[config.mk]
export PLATFORM = sky130hd
export DESIGN_NAME = clint_timer_sequencer
export DESIGN_NICKNAME = d
export VERILOG_FILES = /design/src/rtl/clint_timer_sequencer.sv
export SDC_FILE = /design/constraint.sdc
export NUM_CORES = 1
export LEC_CHECK = 0
export BUFFER_PORTS_ARGS = -buffer_cell sky130_fd_sc_hd__buf_2
export CAP_MARGIN = 10
export CORE_ASPECT_RATIO = 0.75
export CORE_UTILIZATION = 30
export CTS_CLUSTER_SIZE = 8
export DETAILED_ROUTE_END_ITERATION = 10
export PLACE_DENSITY = 0.59
export REMOVE_ABC_BUFFERS = 1
export SYNTH_ARGS = -nofsm -noshare
export SYNTH_HDL_FRONTEND = slang
export SYNTH_SLANG_ARGS = --single-unit
export TNS_END_PERCENT = 10
[constraint.sdc]
create_clock -name clk -period 5.7 [get_ports clk]
set_input_delay 0.855 -clock clk [delete_from_list [all_inputs] [get_ports clk]]
set_output_delay 0.855 -clock clk [all_outputs]
set_load 0.02 [all_outputs]
[src/rtl/clint_timer_sequencer.sv]
// Programs the CLINT MTIMECMP register to MTIME + period over a simple bus master port.
// Reads MTIME tear-free, performs the glitch-safe three-write update, and optionally re-arms on each timer interrupt.
module clint_timer_sequencer #(
    parameter logic [31:0] CLINT_BASE = 32'h0200_0000,
    parameter int          TIMEOUT    = 16,
    parameter int          MAX_RETRY  = 3
) (
    input  logic        clk,
    input  logic        rst,
    input  logic        cfg_enable,
    input  logic        cfg_periodic,
    input  logic [31:0] cfg_period,
    input  logic        start_i,
    input  logic        timer_irq_i,
    output logic        m_bus_en,
    output logic        m_bus_we,
    output logic [31:0] m_bus_addr,
    output logic [31:0] m_bus_wdata,
    input  logic [31:0] m_bus_rdata,
    input  logic        m_bus_ready,
    output logic        busy_o,
    output logic        done_o,
    output logic        tick_o,
    output logic        err_o
);
    localparam logic [31:0] MTIMECMP_LO = CLINT_BASE + 32'h0000_4000;
    localparam logic [31:0] MTIMECMP_HI = CLINT_BASE + 32'h0000_4004;
    localparam logic [31:0] MTIME_LO    = CLINT_BASE + 32'h0000_BFF8;
    localparam logic [31:0] MTIME_HI    = CLINT_BASE + 32'h0000_BFFC;
    localparam int TW = (TIMEOUT > 1) ? $clog2(TIMEOUT) : 1;
    localparam int RW = (MAX_RETRY > 0) ? $clog2(MAX_RETRY + 1) : 1;
    localparam logic [TW-1:0] TMO_LAST  = TW'(TIMEOUT - 1);
    localparam logic [RW-1:0] RETRY_MAX = RW'(MAX_RETRY);

    typedef enum logic [2:0] {
        ST_IDLE, ST_RD_HI1, ST_RD_LO, ST_RD_HI2, ST_WR_LO0, ST_WR_HI, ST_WR_LO1, ST_DONE
    } state_t;

    state_t        state_reg;
    logic          en_reg, we_reg, done_reg, tick_reg, err_reg;
    logic [31:0]   addr_reg, wdata_reg;
    logic          pending_reg, irq_seen_reg;
    logic [RW-1:0] retry_reg;
    logic [TW-1:0] tmo_reg;
    logic [31:0]   h1_reg, lo_reg, period_reg;
    logic [63:0]   target_reg;

    logic          host_trig, periodic_trig;
    logic [31:0]   addr_next, wdata_next;
    logic          we_next;

    assign host_trig     = start_i || pending_reg;
    assign periodic_trig = cfg_periodic && timer_irq_i && !irq_seen_reg;

    // Address/data of the transaction belonging to the current bus state.
    always_comb begin
        addr_next  = MTIME_HI;
        we_next    = 1'b0;
        wdata_next = 32'h0;
        case (state_reg)
            ST_RD_LO:  addr_next = MTIME_LO;
            ST_WR_LO0: begin addr_next = MTIMECMP_LO; we_next = 1'b1; wdata_next = 32'hFFFF_FFFF; end
            ST_WR_HI:  begin addr_next = MTIMECMP_HI; we_next = 1'b1; wdata_next = target_reg[63:32]; end
            ST_WR_LO1: begin addr_next = MTIMECMP_LO; we_next = 1'b1; wdata_next = target_reg[31:0]; end
            default:   addr_next = MTIME_HI;
        endcase
    end

    always_ff @(posedge clk) begin
        if (rst) begin
            state_reg    <= ST_IDLE;
            en_reg       <= 1'b0;
            we_reg       <= 1'b0;
            addr_reg     <= 32'h0;
            wdata_reg    <= 32'h0;
            done_reg     <= 1'b0;
            tick_reg     <= 1'b0;
            err_reg      <= 1'b0;
            pending_reg  <= 1'b0;
            irq_seen_reg <= 1'b0;
            retry_reg    <= '0;
            tmo_reg      <= '0;
            h1_reg       <= 32'h0;
            lo_reg       <= 32'h0;
            period_reg   <= 32'h0;
            target_reg   <= 64'h0;
        end else begin
            done_reg <= 1'b0;
            tick_reg <= 1'b0;
            if (!timer_irq_i)
                irq_seen_reg <= 1'b0;
            if (start_i && state_reg != ST_IDLE)
                pending_reg <= 1'b1;

            case (state_reg)
                ST_IDLE: begin
                    if (cfg_enable && (host_trig || periodic_trig)) begin
                        state_reg   <= ST_RD_HI1;
                        period_reg  <= (cfg_period == 32'h0) ? 32'h1 : cfg_period;
                        retry_reg   <= '0;
                        pending_reg <= 1'b0;
                        if (host_trig)
                            err_reg <= 1'b0;
                        if (periodic_trig) begin
                            tick_reg     <= 1'b1;
                            irq_seen_reg <= 1'b1;
                        end
                    end
                end
                ST_DONE: state_reg <= ST_IDLE;
                default: begin
                    // Entering a bus state with en low gives the mandatory one-cycle gap.
                    if (!en_reg) begin
                        en_reg    <= 1'b1;
                        we_reg    <= we_next;
                        addr_reg  <= addr_next;
                        wdata_reg <= wdata_next;
                        tmo_reg   <= '0;
                    end else if (m_bus_ready) begin
                        en_reg <= 1'b0;
                        case (state_reg)
                            ST_RD_HI1: begin h1_reg <= m_bus_rdata; state_reg <= ST_RD_LO; end
                            ST_RD_LO:  begin lo_reg <= m_bus_rdata; state_reg <= ST_RD_HI2; end
                            ST_RD_HI2: begin
                                if (m_bus_rdata != h1_reg) begin
                                    if (retry_reg == RETRY_MAX) begin
                                        err_reg   <= 1'b1;
                                        state_reg <= ST_IDLE;
                                    end else begin
                                        retry_reg <= retry_reg + 1'b1;
                                        state_reg <= ST_RD_HI1;
                                    end
                                end else begin
                                    target_reg <= {h1_reg, lo_reg} + {32'h0, period_reg};
                                    state_reg  <= ST_WR_LO0;
                                end
                            end
                            ST_WR_LO0: state_reg <= ST_WR_HI;
                            ST_WR_HI:  state_reg <= ST_WR_LO1;
                            default: begin
                                done_reg  <= 1'b1;
                                state_reg <= ST_DONE;
                            end
                        endcase
                    end else if (tmo_reg == TMO_LAST) begin
                        en_reg      <= 1'b0;
                        err_reg     <= 1'b1;
                        pending_reg <= 1'b0;
                        state_reg   <= ST_IDLE;
                    end else begin
                        tmo_reg <= tmo_reg + 1'b1;
                    end
                end
            endcase
        end
    end

    assign m_bus_en    = en_reg;
    assign m_bus_we    = we_reg;
    assign m_bus_addr  = addr_reg;
    assign m_bus_wdata = wdata_reg;
    assign busy_o      = (state_reg != ST_IDLE);
    assign done_o      = done_reg;
    assign tick_o      = tick_reg;
    assign err_o       = err_reg;
endmodule

==> run metrics, run 1 <==
synth warn 0; maxcap violations 0; worst skew pair latency 0.57 ns; # clock sinks 212; Inst Count DP 1,931; CTS buffer count 30; worst-path fanout max 9; final WL 34,800 µm; Placed Instance Area 11,900 µm²; layout cells sized above 1 13.1%; Largest register FFs 64; final worst setup slack 2.20 ns; EDFF count, synth 0; Final Setup Violations 0; routability cong. around 0.89; Critical Path RT 6.17 ns; clock-pin slew on the worst setup and hold paths 0.05 ns; smallest hold slack 0.433 ns; Initial DRT Pass Iterations 5; Tcrit/Tclk final 61.4%; Post-CTS Repair Setup Buffers 0; Worst Hold Class reg2reg; Std-Cell Rows 60; FF+latch count, synth 212; Max H-tree Level 1; worst-case clock buffer depth 3; die footprint approximately 38,000 µm²; RSZ-0062 raised after global routing no; DP Worst Slack 1.68 ns; critical path capture point type flop; Post-synth top flop dfxtp_1; Yosys cell types 71; Synth top cells by count nand2_1 (277), dfxtp_1 (212), a21oi_1 (165), clkbuf_1 (76), nor2_1 (68); Slew Limit Fails 0; Post-Synthesis Cells between 1,000 and 1,500; worst path arrival time 3.97 ns; vias in the first global route 9,059; Worst-Margin Slew 1.08 ns; Setup Skew 0.0229 ns; gr ovfl total 0; CTS root buf clkbuf_16; Core ar. 36,100 µm²; hpwl dp 25,100 µm; Synth async-reset ratio 0%; Peak supply drop 0.221 mV; Slew HR 27.9%; cts hold-fix bufs 0; max frequency 286 MHz; non-filler cells, final 1,969; Final Hold Viols 0; Die Span Y roughly 170 µm; most frequent cell after synthesis nand2_1; largest net degree at the start of global routing 99; final net count 1,573; vias per cell ~5; static leakage 0.00469 µW; crit start category flop; Tot GR Track Use between 10% and 20%; CTS tree yes; PostCTS Resize Cnt 0; Synth area leaders dfxtp_1 (38%), nand2_1 (9.4%), a21oi_1 (7.5%); Netlist Area Pre-Place approximately 11,000 µm²; Synth top area share 38.3%; Synth Area per Inst ~7.9 µm²; port bufs roughly 120; antenna violations before repair 5; Ports 141; Setup CP Type reg2reg; initial drt markers around 810; fin area about 13,000 µm²; wire length per cell 17.7 µm; Final min period 3.50 ns; Post-route DRC 0; vias 10,093; synthesis-to-finish area growth 14.3%; Power Dens Cells 282 nW/µm²; register area share after synthesis 38.3%; Post-DRT Antenna Nets 0; wire length of the first global-routing pass 53,000 µm; library cell with the largest summed area after synthesis dfxtp_1; Die Wd between 200 and 250 µm; aggregate negative setup slack 0 ns; outcome finished, final reports clean; Initial Util between 30% and 40%
[layer usage]
metal  part of all wire [%]  up-vias  GRT usage [%]  routed length, µm
met3                    7.0       43           3.47               2440
met1                     51     4749           27.4              17600
met5                      0        -              0                  0
met4                    2.2        0           5.54                748
met2                     40      301           24.7              14000
li1                       -     5000              -                  -
[worst paths after layout]
kind	start	slack, ns	cells past startpoint	endpoint
max	period_reg[0]	2.20	12	target_reg[44]
min	irq_seen_reg	0.43	1	tick_o
max reg2reg	period_reg[0]	2.20	12	target_reg[44]
min reg2reg	irq_seen_reg	0.43	1	tick_o
[per-stage QoR]
| step | util, % | power (µW) |
|---|---|---|
| 2_1_floorplan | - | 1840 |
| 3_3_place_gp | 32.9 | 2030 |
| 3_5_place_dp | 32.9 | 2040 |
| 4_1_cts | 35.0 | 3600 |
| 5_1_grt | 35.1 | 3720 |
| 6_report | 35.1 | 3580 |
[report_power, final]
group	switching (µW)	internal (µW)	total (µW)
clock	647	923	1570
sequential	46.8	1520	1570
combinational	309	131	440
[critical path, stage by stage, from the launching register on]
cell	delay, ns
dfxtp_1	0.38
ha_1	0.20
inv_1	0.06
fa_1	0.37
nand2b_1	0.21
a211oi_1	0.33
o211ai_1	0.17
and4b_1	0.24
o21ai_2	0.46
buf_4	0.28
nand3_1	0.13
or3_1	0.35
a311oi_1	0.24
[layout make-up]
type,count,area (µm²)
clock buffer,31,754
inverter,46,173
multi-input combinational,1041,6110
timing repair buffer,136,719
sequential,212,4250
clock inverter,2,35.0
antenna,5,12.5
tap,496,621
fill,3792,23400
[layout by cell type (no fill, tap or decap), types with 5 or more instances in the layout]
cell / Yosys / routed
o21ai_0: 61 / 61
conb_1: 1 / 17
o21ai_1: 10 / 10
buf_4: 28 / 13
nor3_1: 13 / 11
and3_1: 10 / 9
o31ai_1: 7 / 7
nand4_1: 22 / 22
xnor2_1: 11 / 11
inv_1: 46 / 46
o21bai_1: 10 / 10
nand2_1: 277 / 277
and2_1: 7 / 7
xor2_1: 62 / 62
nand2b_1: 40 / 40
dfxtp_1: 212 / 210
nor2_1: 68 / 67
a32o_1: 32 / 32
a211oi_1: 23 / 23
or3_1: 15 / 15
clkbuf_16: 0 / 30
a21o_1: 16 / 16
ha_1: 34 / 34
buf_2: 10 / 122
or4_1: 7 / 7
a31oi_1: 9 / 9
a311oi_1: 15 / 15
nand3_1: 26 / 25
diode_2: 0 / 5
a21oi_1: 165 / 165
nor4_1: 18 / 17
[kinds of logic after synthesis]
kind of cell / count (synthesis) / share of synthesized area (%)
buffers and inverters: 169 / 7.42
xor gates and xnor gates: 73 / 5.77
adders and majority gates: 35 / 4.02
and+or+nand+nor: 534 / 22.7
muxes: 3 / 0.282
AOI/OAI and AO/OA: 379 / 21.5
other: 1 / 0.0338
DFF: 212 / 38.3
Power figures use the tool's default switching activity.
==> run 2, diff against run 1 <==
- clock period: 5.7 -> 3.4 ns (I/O delays scaled with it)
==> run 2 against run 1 <==
Against the previous run: count of clock-buffer cells in the layout increased by 2; global-route usage grew 0.61 points; core utilization increased by 0.40 points; hold slack lost 0.23 ns; cell area increased by 1.1%; non-clock buffer count up 17; clock skew is 0.011 ns lower; total power grew 69%; maximum frequency grew 13%; flip-flop and latch count stayed put; clock power increased by 69%; critical path type unchanged; highest routed layer unchanged.
==> run metrics, run 2 (synthesis results as in run 1) <==
Final Setup Violations 0; maxcap violations 0; Die Wd 224 µm; initial drt markers 887; CTS buffer count 30; Final min period between 3 and 4 ns; Slew Limit Fails 0; hpwl dp 26,400 µm; outcome finished, final reports clean; Critical Path RT slightly below 4 ns; Clock power frac between 40% and 50%; reg-to-reg setup timing slack 0.30 ns; static leakage 0.00479 µW; Peak supply drop 0.336 mV; Sw Ratio 28.0%; vias in the first global route 9,192; Core ar. 36,100 µm²; # clock sinks around 210; Setup CP Type reg2reg; Max H-tree Level 1; buffer and inverter count on the worst path 1; Initial DRT Pass Iterations 5; worst-path fanout max 15; die footprint 37,700 µm²; vias ~10,000; routability cong. 0.896; Die Span Y between 150 and 200 µm; Tot GR Track Use 18.6%; total power around 6000 µW; critical path capture point type flop; CTS tree yes; slowest cell on the critical path ha_1; sequential power share 43.2%; Std-Cell Rows 60; vias per cell about 5.1; largest net degree at the start of global routing 84; crit start category flop; cts hold-fix bufs 0; final net count 1,590; Setup Skew approximately 0.012 ns; Net Switching approximately 1700 µW; worst skew pair latency 0.57 ns; synthesis-to-finish area growth 15.6%; Post-CTS Repair Setup Buffers 0; final WL about 36,000 µm; port bufs 123; Final Hold Viols 0; PostCTS Resize Cnt 0; Tcrit/Tclk final 91.1%; Worst path max stage delay 0.42 ns; Largest delay share family, worst path simple AND/OR/NAND/NOR gates; Worst-Margin Slew ~0.75 ns; final core occ between 30% and 40%; Post-DRT Antenna Nets 0; Largest register FFs 64; Post-route DRC 0; crit path cell chain ha_1 > and3_1 > nand4_1 > a211o_1 > nand4b_1 > a21o_2 > nand3_2 > buf_4 > or3_1 > a311oi_1; worst path arrival time 3.57 ns; wire length per cell 18.0 µm; clock-pin slew on the worst setup and hold paths 0.05 ns; RSZ-0062 raised after global routing no; Power Dens Cells 472 nW/µm²; CTS root buf clkbuf_16; wire length of the first global-routing pass 54,700 µm; Slew HR approximately half; Initial Util 30.7%; leading cell type in the layout, fill and taps excluded nand2_1; Ports 141; gr ovfl total 0; worst-case clock buffer depth 3; layout cells sized above 1 13.9%; most frequent cells in the layout nand2_1 (277), dfxtp_1 (211), a21oi_1 (165); Pint roughly 4300 µW; Worst Hold Class in2reg; Gate power share 12.9%; antenna violations before repair 2; max frequency 323 MHz; Fillers 3,799
## run 2: changes by cell type in the layout (fill, tap and decap cells not counted), sizes merged
cell | previous run | this run
clkbuf | 31 | 33
diode | 5 | 2
buf | 136 | 153
clkinv | 2 | 1
## run 2: final timing paths
| path | from | end | depth (start not counted) |
|---|---|---|---|
| max | lo_reg[11] | target_reg[43] | 10 |
| min | cfg_period[5] | period_reg[5] | 3 |
| max reg2reg | lo_reg[11] | target_reg[43] | 10 |
| min reg2reg | irq_seen_reg | tick_o | 1 |
## run 2: area by class of cell
class,count,area (µm²),area share [%]
Antenna cell,2,5.00,0.0391
Clock buffer,33,772,6.02
Clock inverter,1,16.3,0.127
Inverter,46,173,1.35
Multi-Input combinational cell,1041,6100,47.6
Sequential cell,212,4250,33.1
Tap cell,496,621,4.84
Timing Repair Buffer,153,885,6.90
## run 2: metal layers
layer / vias up / wire length (µm) / part of all wire (%) / GRT usage [%]
met4: 0 / 634 / 1.8 / 4.41
li1: 5034 / - / - / -
met5: - / 0 / 0 / 0
met2: 294 / 14300 / 40 / 25.1
met1: 4796 / 18600 / 52 / 29.7
met3: 52 / 2240 / 6.2 / 2.81
## run 2: power groups by stage
| stage | clock network [µW] | logic (µW) | registers [µW] |
|---|---|---|---|
| floorplan | 0 | 355 | 2730 |
| global placement | 0 | 768 | 2660 |
| finish | 2650 | 780 | 2610 |
| global route | 2820 | 859 | 2620 |
| detailed placement | 0 | 774 | 2660 |
| CTS | 2700 | 777 | 2610 |
## run 2: through the flow
stage	hold slack (ns)	std cells	cell area [µm²]	setup slack [ns]	setup TNS [ns]
2_1_floorplan	0.399	1299	10500	-0.855	-50.14
3_3_place_gp	0.411	1948	12000	0.491	0
3_5_place_dp	0.415	1948	12000	0.357	0
4_1_cts	0.183	1982	12800	0.354	0
5_1_grt	0.205	1984	12800	0.0957	0
6_report	0.199	1984	12800	0.302	0
## run 2: tightest hold or removal path, stage by stage
cell and delay, ns:
buf_2 0.10, nand2_1 0.05, a21oi_1 0.05
